`src/rtl/spike_count_classifier_pkg.sv`:
```
// Shared types and width helpers for the spike count classifier.
// Holds the FSM encoding and the clog2-based width function.
package spike_count_classifier_pkg;

  typedef enum logic [1:0] {
    IDLE   = 2'd0,
    COUNT  = 2'd1,
    ARGMAX = 2'd2,
    DONE   = 2'd3
  } state_t;

  // clog2 with a floor of one bit
  function automatic int width_of(input int n);
    return (n <= 2) ? 1 : $clog2(n);
  endfunction

endpackage

```
`src/rtl/spike_count_classifier_sat.sv`:
```
// Per-lane saturating spike counter.
// Synchronous clear wins over increment; holds at all-ones.
module sat_counter #(
  parameter int WIDTH = 8
) (
  input  logic             clk,
  input  logic             clear,
  input  logic             inc,
  output logic [WIDTH-1:0] count
);

  always_ff @(posedge clk) begin
    if (clear) begin
      count <= '0;
    end else if (inc && (count != {WIDTH{1'b1}})) begin
      count <= count + WIDTH'(1);
    end
  end

endmodule

```
`src/rtl/spike_count_classifier.sv`:
```
// Counts output-layer spikes over a fixed window, then picks the
// busiest lane with a one-lane-per-cycle sequential argmax.
module spike_count_classifier
  import spike_count_classifier_pkg::*;
#(
  parameter int NUM_OUTPUTS = 10,
  parameter int WINDOW      = 100,
  parameter int COUNT_WIDTH = 8,
  localparam int LW         = width_of(NUM_OUTPUTS)
) (
  input  logic                   clk,
  input  logic                   rst,
  input  logic                   start,
  input  logic [NUM_OUTPUTS-1:0] spike_in,
  output logic                   busy,
  output logic                   label_valid,
  output logic [LW-1:0]          label,
  output logic [COUNT_WIDTH-1:0] max_count,
  output logic                   no_spike
);

  localparam int WW = width_of(WINDOW + 1);
  localparam logic [WW-1:0] WIN_LAST = WW'(WINDOW - 1);
  localparam logic [LW-1:0] LANE_LAST = LW'(NUM_OUTPUTS - 1);

  state_t                 state;
  logic [WW-1:0]          win_cnt;
  logic [LW-1:0]          scan_idx;
  logic [LW-1:0]          best_idx;
  logic [COUNT_WIDTH-1:0] best_cnt;
  logic [COUNT_WIDTH-1:0] sel_cnt;
  logic                   lane_clear;
  logic [COUNT_WIDTH-1:0] lane_cnt [NUM_OUTPUTS];

  assign lane_clear = rst || ((state == IDLE) && start);

  genvar g;
  generate
    for (g = 0; g < NUM_OUTPUTS; g++) begin : g_lane
      sat_counter #(
        .WIDTH (COUNT_WIDTH)
      ) u_cnt (
        .clk   (clk),
        .clear (lane_clear),
        .inc   ((state == COUNT) && spike_in[g]),
        .count (lane_cnt[g])
      );
    end
  endgenerate

  // single comparator walks the lanes; no parallel max tree
  assign sel_cnt = lane_cnt[scan_idx];

  always_ff @(posedge clk) begin
    if (rst) begin
      state       <= IDLE;
      win_cnt     <= '0;
      scan_idx    <= '0;
      best_idx    <= '0;
      best_cnt    <= '0;
      busy        <= 1'b0;
      label_valid <= 1'b0;
      label       <= '0;
      max_count   <= '0;
      no_spike    <= 1'b0;
    end else begin
      label_valid <= 1'b0;
      unique case (state)
        IDLE: begin
          if (start) begin
            state   <= COUNT;
            win_cnt <= '0;
            busy    <= 1'b1;
          end
        end
        COUNT: begin
          win_cnt <= win_cnt + WW'(1);
          if (win_cnt == WIN_LAST) begin
            state    <= ARGMAX;
            scan_idx <= '0;
            best_idx <= '0;
            best_cnt <= '0;
          end
        end
        ARGMAX: begin
          if (sel_cnt > best_cnt) begin
            best_cnt <= sel_cnt;
            best_idx <= scan_idx;
          end
          scan_idx <= scan_idx + LW'(1);
          if (scan_idx == LANE_LAST) begin
            state <= DONE;
          end
        end
        DONE: begin
          label_valid <= 1'b1;
          label       <= best_idx;
          max_count   <= best_cnt;
          no_spike    <= (best_cnt == '0);
          busy        <= 1'b0;
          state       <= IDLE;
        end
        default: state <= IDLE;
      endcase
    end
  end

endmodule

```
`config.mk`:
```
export PLATFORM = sky130hd
export DESIGN_NAME = spike_count_classifier
export DESIGN_NICKNAME = d
export VERILOG_FILES = /design/src/rtl/spike_count_classifier_pkg.sv /design/src/rtl/spike_count_classifier_sat.sv /design/src/rtl/spike_count_classifier.sv
export SDC_FILE = /design/constraint.sdc
export NUM_CORES = 1
export LEC_CHECK = 0
export ABC_AREA = 1
export CELL_PAD_IN_SITES_DETAIL_PLACEMENT = 2
export CELL_PAD_IN_SITES_GLOBAL_PLACEMENT = 2
export CORE_MARGIN = 1.5
export CORE_UTILIZATION = 31
export DETAILED_ROUTE_END_ITERATION = 8
export PLACE_DENSITY = 0.72
export RECOVER_POWER = 50
export SLEW_MARGIN = 20
export SYNTH_ARGS = -nofsm -noshare
export SYNTH_HDL_FRONTEND = slang
export SYNTH_SLANG_ARGS = --single-unit
```
`constraint.sdc`:
```
create_clock -name clk -period 2.4 [get_ports clk]
set_input_delay 0.36 -clock clk [delete_from_list [all_inputs] [get_ports clk]]
set_output_delay 0.36 -clock clk [all_outputs]
set_load 0.02 [all_outputs]
```
==> results of run 1 <==
## worst paths after layout
path | from | end | slack, ps | cells after the start
setup reg to reg | scan_idx[1] | best_idx[2] | -420 | 16
setup / recovery | scan_idx[1] | best_idx[2] | -420 | 16
hold reg to reg | g_lane[7].u_cnt.count[7] | g_lane[7].u_cnt.count[7] | 480 | 2
hold / removal | g_lane[7].u_cnt.count[7] | g_lane[7].u_cnt.count[7] | 480 | 2
## worst register-to-register path: stages (launching register included)
cell	delay, ps
dfxtp_1	350
buf_4	220
a21oi_1	390
o21ai_4	160
nand3_2	140
nand3_4	90
nand2_4	90
ha_4	200
buf_4	130
nand2_2	90
nor2_4	50
nor2_4	200
nand2_8	120
nor2_4	180
buf_6	140
nand2_2	50
a21oi_2	140
## cell type report
type / count / area share [%]
clock inverters: 14 / 1.81
repair buffers: 121 / 12.9
multi-input cells: 676 / 44.0
flip-flops and latches: 120 / 26.8
clock buffers: 18 / 4.89
well taps: 275 / 3.83
inverters: 136 / 5.75
## cells in the mapped netlist (all sizes together)
cell type  count
o211ai        14
nand3         83
xnor2          1
clkinv         2
and3           2
o21a           2
clkbuf        12
o21bai         3
nor3b          3
a21oi         96
ha            25
nor2          74
a31oi          1
nor3          18
dfxtp        120
a211oi         4
nand2        227
nor4           5
o211a          1
xor2          16
nand4         17
or2            2
buf           21
nand3b         1
inv          134
o21ai         79
## routing by layer
metal / routed length [um] / vias up / global-route usage, %
met5: 0 / - / 0
met4: 1180 / 0 / 10.0
met3: 829 / 67 / 3.55
met2: 15700 / 170 / 43.2
met1: 13500 / 3674 / 31.8
li1: - / 3375 / -
## sequential cells by signal, indices dropped and copies added (netlist names)
signal	cells
g_lane.u_cnt.count	80
best_cnt	8
max_count	8
win_cnt	7
best_idx	4
label	4
scan_idx	4
state	2
busy	1
label_valid	1
no_spike	1
## cells by family after synthesis
family / count (synthesis) / synth area share, %
flip-flops: 120 / 36.4
XOR/XNOR: 17 / 2.26
AND/OR/NAND/NOR: 432 / 29.5
adder cells (fa/ha/maj): 25 / 4.74
buffers and inverters: 169 / 10.4
AO/OA/AOI/OAI: 200 / 16.8
## metrics by stage
| step | setup TNS (ps) | util [%] | hold WS, ps |
|---|---|---|---|
| after global placement | -759 | 35.6 | 467 |
| after detailed placement | -1780 | 35.6 | 471 |
| after CTS | -261 | 41.6 | 480 |
| final | -4850 | 42.8 | 485 |
| after global routing | -7380 | 42.8 | 527 |
| after floorplan | 0 | - | 434 |
## timing repair
item | in CTS | in global routing
pin swaps | 26 | 43
gates resized for setup | 71 | 43
gates cloned | 7 | 0
buffers inserted | 32 | 6
endpoints found under the setup margin | 12 | 12
## power by group
| part | internal, mW | switching, mW | leakage (nW) |
|---|---|---|---|
| Clock | 1.58 | 1.11 | 0.294 |
| Sequential | 2.13 | 0.148 | 0.970 |
| Combinational | 1.58 | 2.29 | 2.35 |
==> summary.md, run 1 <==
| Metric | Value |
|---|---|
| F_max | `354 MHz` |
| CTS HTree Levels | `4` |
| Final ANT Viol Nets | `0` |
| Cell Area, Placed | `0.00745 mm2` |
| Register bit total from synthesis | `120` |
| Failing checks | `setup timing` |
| Skew final | `19.7 ps` |
| Max Cap Violations | `0` |
| Post-Syn Area | `0.00660 mm2` |
| First-pass GRT wire length | `43200 um` |
| Number of detailed-route iterations in the first pass | `5` |
| Full die area | `0.0222 mm2` |
| Worst Path Max Fanout | `15` |
| DR vias | `7286` |
| Largest net degree at the start of global routing | `56` |
| Sequential-to-total area share from yosys stat | `36.4%` |
| Core Area | `0.0210 mm2` |
| Register area | `0.00241 mm2` |
| CTS tree | `done` |
| Antenna Cells | `0` |
| Clock buffer count from CTS | `17` |
| Non-Filler Instances | `1360` |
| Multi-input gate area | `0.00395 mm2` |
| Count of cell types in the netlist | `42` |
| Syn Area/Cell | `6.85 um2` |
| Worst-Margin Slew | `729 ps` |
| IO Pins | `28` |
| Post-synthesis net count | `1001` |
| Drt total wl | `31100 um` |
| Most frequent cells in the layout | `nand2_1, inv_1, dfxtp_1` |
| # rows | `53` |
| Sink Count | `120` |
| Top cell by count, worst path | `nor2_4` |
| Vias in the first global route | `7731` |
| Peak VDD IR | `429 uV` |
| Pwr dens | `986 mW/mm2` |
| Critical path type | `reg2reg` |
| Crit share post-route | `118%` |
| Worst path max stage delay | `390 ps` |
| Drt wl/cell | `22.9 um` |
| Routability cong. | `0.772` |
| Hold Vio Cnt, Final | `0` |
| Final Net Count | `1110` |
| Final max-slew violation count | `0` |
| Area leader, netlist | `dfxtp_1` |
| Critical Path RT | `2760 ps` |
| Share of layout cells above drive strength 1 | `21.8%` |
| Crit path capture type | `flip-flop` |
| Initial antenna violation count | `0` |
| Synth area leaders | `dfxtp_1, nand2_1, inv_1, a21oi_1, nand3_1` |
| Finished Cell Area | `0.00897 mm2` |
| Status | `finished, violations left` |
| DRT iter0 DRCs | `439` |
| Total chip power | `8.84 mW` |
| Hold Crit Class | `reg2reg` |
| DR DRC count | `0` |
| Die width | `149 um` |
| Critical path's top delay family | `simple AND/OR/NAND/NOR gates` |
| Vert. Die Dim | `149 um` |
| Cell chain of the critical path | `buf_4, a21oi_1, o21ai_4, nand3_2, nand3_4, nand2_4, ha_4, buf_4, nand2_2, nor2_4, nor2_4, nand2_8, nor2_4, buf_6, nand2_2, a21oi_2` |
| Gr usage total | `25.2%` |
| CP Launch Type | `flip-flop` |
| Clock latency on the worst-skew pair | `440 ps` |
| CTS Root Cell | `clkbuf_16` |
| Port buffer count | `27` |
| Fillers | `2459` |
| Lkg Pwr | `3.61 nW` |
| Synthesis-to-finish area growth | `35.9%` |
| Total grt overflow | `0` |
| Cts-stage hold buffer count | `0` |
| Clock Pin Slew Worst Setup and Hold Paths | `60 ps` |
| Final critical-path required period | `2820 ps` |
| RSZ-0062 raised after global routing | `yes` |
| HPWL after DPL | `16300 um` |
| CP Buf/Inv Count | `3` |
| CP max stage cell | `a21oi_1` |
| Post-Syn Instances | `963` |
| Maximum root-to-sink buffer count | `2` |
| Yosys warnings | `0` |
| Setup-failing EPs final | `17` |
| Slew HR | `51.3%` |
| Worst EP arrival | `3190 ps` |
| Synth top area share | `36.4%` |
| Post-Place Setup Slack | `-184 ps` |
| Starting Density | `31.5%` |
| Vias/cell | `5.36` |
| Commonest non-fill, non-tap cell in the layout | `nand2_1` |
| Inst Count DP | `1283` |
| Post-layout worst setup margin | `-424 ps` |
(Power assumes the default switching activity.)
==> inputs of run 2 (changes only) <==
--- a/config.mk
+++ b/config.mk
@@ -8,10 +8,11 @@
 export ABC_AREA = 1
 export CELL_PAD_IN_SITES_DETAIL_PLACEMENT = 2
 export CELL_PAD_IN_SITES_GLOBAL_PLACEMENT = 2
+export CORE_ASPECT_RATIO = 1.5
 export CORE_MARGIN = 1.5
-export CORE_UTILIZATION = 31
+export CORE_UTILIZATION = 35
 export DETAILED_ROUTE_END_ITERATION = 8
-export PLACE_DENSITY = 0.72
+export PLACE_DENSITY = 0.77
 export RECOVER_POWER = 50
 export SLEW_MARGIN = 20
 export SYNTH_ARGS = -nofsm -noshare
==> constraint.sdc (replaced) <==
create_clock -name clk -period 2.75 [get_ports clk]
set_input_delay 0.4125 -clock clk [delete_from_list [all_inputs] [get_ports clk]]
set_output_delay 0.4125 -clock clk [all_outputs]
set_load 0.02 [all_outputs]
==> run 2 against run 1 <==
- the run now ends clean
- register-to-register slack gained 580 ps
- total power down 29%
- non-clock buffer count is 76 lower
- count of clock-buffer cells in the layout grew 4
- sequential share of layout area grew 3.9 points
- first-iteration DRC count decreased by 42%
- core utilization is 0.59 points lower
- routed wire length is 29% lower
- sequential cell count did not move
==> summary.md, run 2 (synthesis results as in run 1) <==
| Metric | Value |
|---|---|
| Status | `completed` |
| Full die area | `0.0197 mm2 (-11%)` |
| Vias/cell | `5.18 (-3.4%)` |
| Critical path type | `reg2reg` |
| DR DRC count | `0 (unchanged)` |
| Max reg flops | `80 (unchanged)` |
| Sequential share of power | `31.7% (+5.9 points)` |
| Gr usage total | `23.5% (-1.7 points)` |
| CTS HTree Levels | `4 (unchanged)` |
| Initial antenna violation count | `0 (unchanged)` |
| Final ANT Viol Nets | `0 (unchanged)` |
| Final max-slew violation count | `0 (unchanged)` |
| Slew HR | `24.0% (-27 points)` |
| Hold Vio Cnt, Final | `0 (unchanged)` |
| CTS tree | `done` |
| CP max stage cell | `dfxtp_4` |
| NetSw | `2.22 mW (-38%)` |
| Most frequent cells in the layout | `nand2_1, inv_1, dfxtp_1` |
| Die width | `115 um (-23%)` |
| Sink Count | `120 (unchanged)` |
| CTS Root Cell | `clkbuf_16` |
| Biggest regs | `g_lane.u_cnt.count x80, best_cnt x8, max_count x8` |
| Combinational power share | `28.8% (-15 points)` |
| Skew final | `9.21 ps (-10.5 ps)` |
| CP Launch Type | `flip-flop` |
| Lkg Pwr | `3.09 nW (-14%)` |
| Routability cong. | `0.830 (+7.6%)` |
| Worst-Margin Slew | `1140 ps (+411 ps)` |
| Worst Path Max Fanout | `12 (-3)` |
| Synthesis-to-finish area growth | `18.7%` |
| GR Util met3 | `3.24% (-0.31 points)` |
| First-pass GRT wire length | `35500 um (-18%)` |
| Clock latency on the worst-skew pair | `430 ps (about the same)` |
| F_max | `386 MHz (+9.0%)` |
| Antenna Cells | `0 (unchanged)` |
| Final Net Count | `1035 (-6.8%)` |
| Grt met1 use | `25.0% (-6.8 points)` |
| Maximum root-to-sink buffer count | `2 (unchanged)` |
| Clock Pin Slew Worst Setup and Hold Paths | `50 ps (about the same)` |
| Clk network pwr share | `39.5% (+9.0 points)` |
| Cts-stage hold buffer count | `0 (unchanged)` |
| DR vias | `6534 (-10%)` |
| Vias in the first global route | `6945 (-10%)` |
| Total chip power | `6.26 mW (-29%)` |
| Most Crowded Layer GR | `met2` |
| # rows | `61 (+15%)` |
| Crit share post-route | `94.2% (-23 points)` |
| Met2 usage | `45.9% (+2.6 points)` |
| Peak VDD IR | `518 uV (+21%)` |
| Hold WS | `470 ps (-14.5 ps)` |
| DRT iter0 DRCs | `255 (-42%)` |
| Drt wl/cell | `17.6 um (-23%)` |
| Worst EP arrival | `2940 ps (-250 ps)` |
| Starting Density | `35.6% (+4.1 points)` |
| Core Area | `0.0185 mm2 (-11%)` |
| Setup-failing EPs final | `0 (-17)` |
| Share of layout cells above drive strength 1 | `9.21% (-13 points)` |
| Internal Pwr Total | `4.05 mW (-24%)` |
| Final critical-path required period | `2590 ps (-232 ps)` |
| Port buffer count | `27 (unchanged)` |
| Top cell by count, worst path | `nand2_1` |
| Max Cap Violations | `0 (unchanged)` |
| Critical Path RT | `3100 ps (+340 ps)` |
| CP Buf/Inv Count | `1 (-2)` |
| Pwr dens | `800 mW/mm2 (-19%)` |
| Commonest non-fill, non-tap cell in the layout | `nand2_1` |
| Drt total wl | `22200 um (-29%)` |
| Vert. Die Dim | `171 um (+15%)` |
| IO Pins | `28 (unchanged)` |
| Critical path's top delay family | `simple AND/OR/NAND/NOR gates` |
| Switching share of power | `35.4% (-4.8 points)` |
| HPWL after DPL | `16000 um (-2.1%)` |
| Crit path capture type | `flip-flop` |
| Largest reg by FF count | `g_lane.u_cnt.count` |
| Cell chain of the critical path | `buf_6, o211ai_1, nand3_1, nand3_1, nand2_1, ha_1, nand2_1, nand2_1, nand2_1, nand2_1, nand2_1, nand2_2, nand2_4, nor2_8, nand2_2, a21oi_2` |
| Clock buffer count from CTS | `17 (unchanged)` |
| Largest net degree at the start of global routing | `56 (unchanged)` |
| Number of detailed-route iterations in the first pass | `4 (-1)` |
| Total grt overflow | `0 (unchanged)` |
| Worst path max stage delay | `390 ps (about the same)` |
| Hold Crit Class | `reg2reg` |
-- run 2: cell types whose count changed in the layout (fill, tap and decap cells not counted), sizes merged --
cell      delta
buf         -76
inv          -6
clkbuf       +4
bufinv       +2
clkinvlp     +3
clkinv       -2
-- run 2: final timing paths --
| check | startpoint | to | slack (ps) | cells past startpoint |
|---|---|---|---|---|
| max | scan_idx[0] | best_idx[3] | 160 | 16 |
| min reg2reg | no_spike | no_spike | 470 | 2 |
| max reg2reg | scan_idx[0] | best_idx[3] | 160 | 16 |
| min | no_spike | no_spike | 470 | 2 |
-- run 2: tightest hold or removal path: stages (launching register included) --
cell and delay [ps]:
dfxtp_1 310, nand2_1 60, a21oi_1 60
-- run 2: through the flow --
stage          setup TNS (ps)  instances  instance area, um2  utilization, %  worst slack (ps)
3_3_place_gp                0       1226                7150            38.6               242
6_report                    0       1262                7830            42.2               159
4_1_cts                     0       1258                7800            42.1              9.19
3_5_place_dp                0       1226                7150            38.6               120
2_1_floorplan               0        963                6600               -               320
5_1_grt                 -55.8       1262                7830            42.2             -18.2
-- run 2: cell type report --
class                           count  area [um2]
Clock buffer                       22         484
Clock inverter                     10         166
Fill cell                        2234       10700
Inverter                          136         517
Multi-Input combinational cell    676        3510
Sequential cell                   120        2410
Tap cell                          252         315
Timing Repair Buffer               45         423
Timing Repair inverter              1        7.51
-- run 2: what timing repair did --
action / CTS / global route
endpoints found under the setup margin: 0 / 12
resized for setup: 0 / 14
setup buffers: 0 / 1
-- run 2: power groups by stage --
stage,Clock (mW),Combinational [mW],Sequential (mW)
after floorplan,0,1.18,2.02
after global placement,0,1.68,2.01
after detailed placement,0,1.74,2.01
after CTS,2.51,1.78,1.98
after global routing,2.58,2.03,2.00
final,2.47,1.81,1.99
-- run 2: metal layers --
layer  part of all wire, %  wire, um
met1                    40      8970
met3                   1.5       342
met2                    55     12300
met5                     0         0
met4                   2.6       575
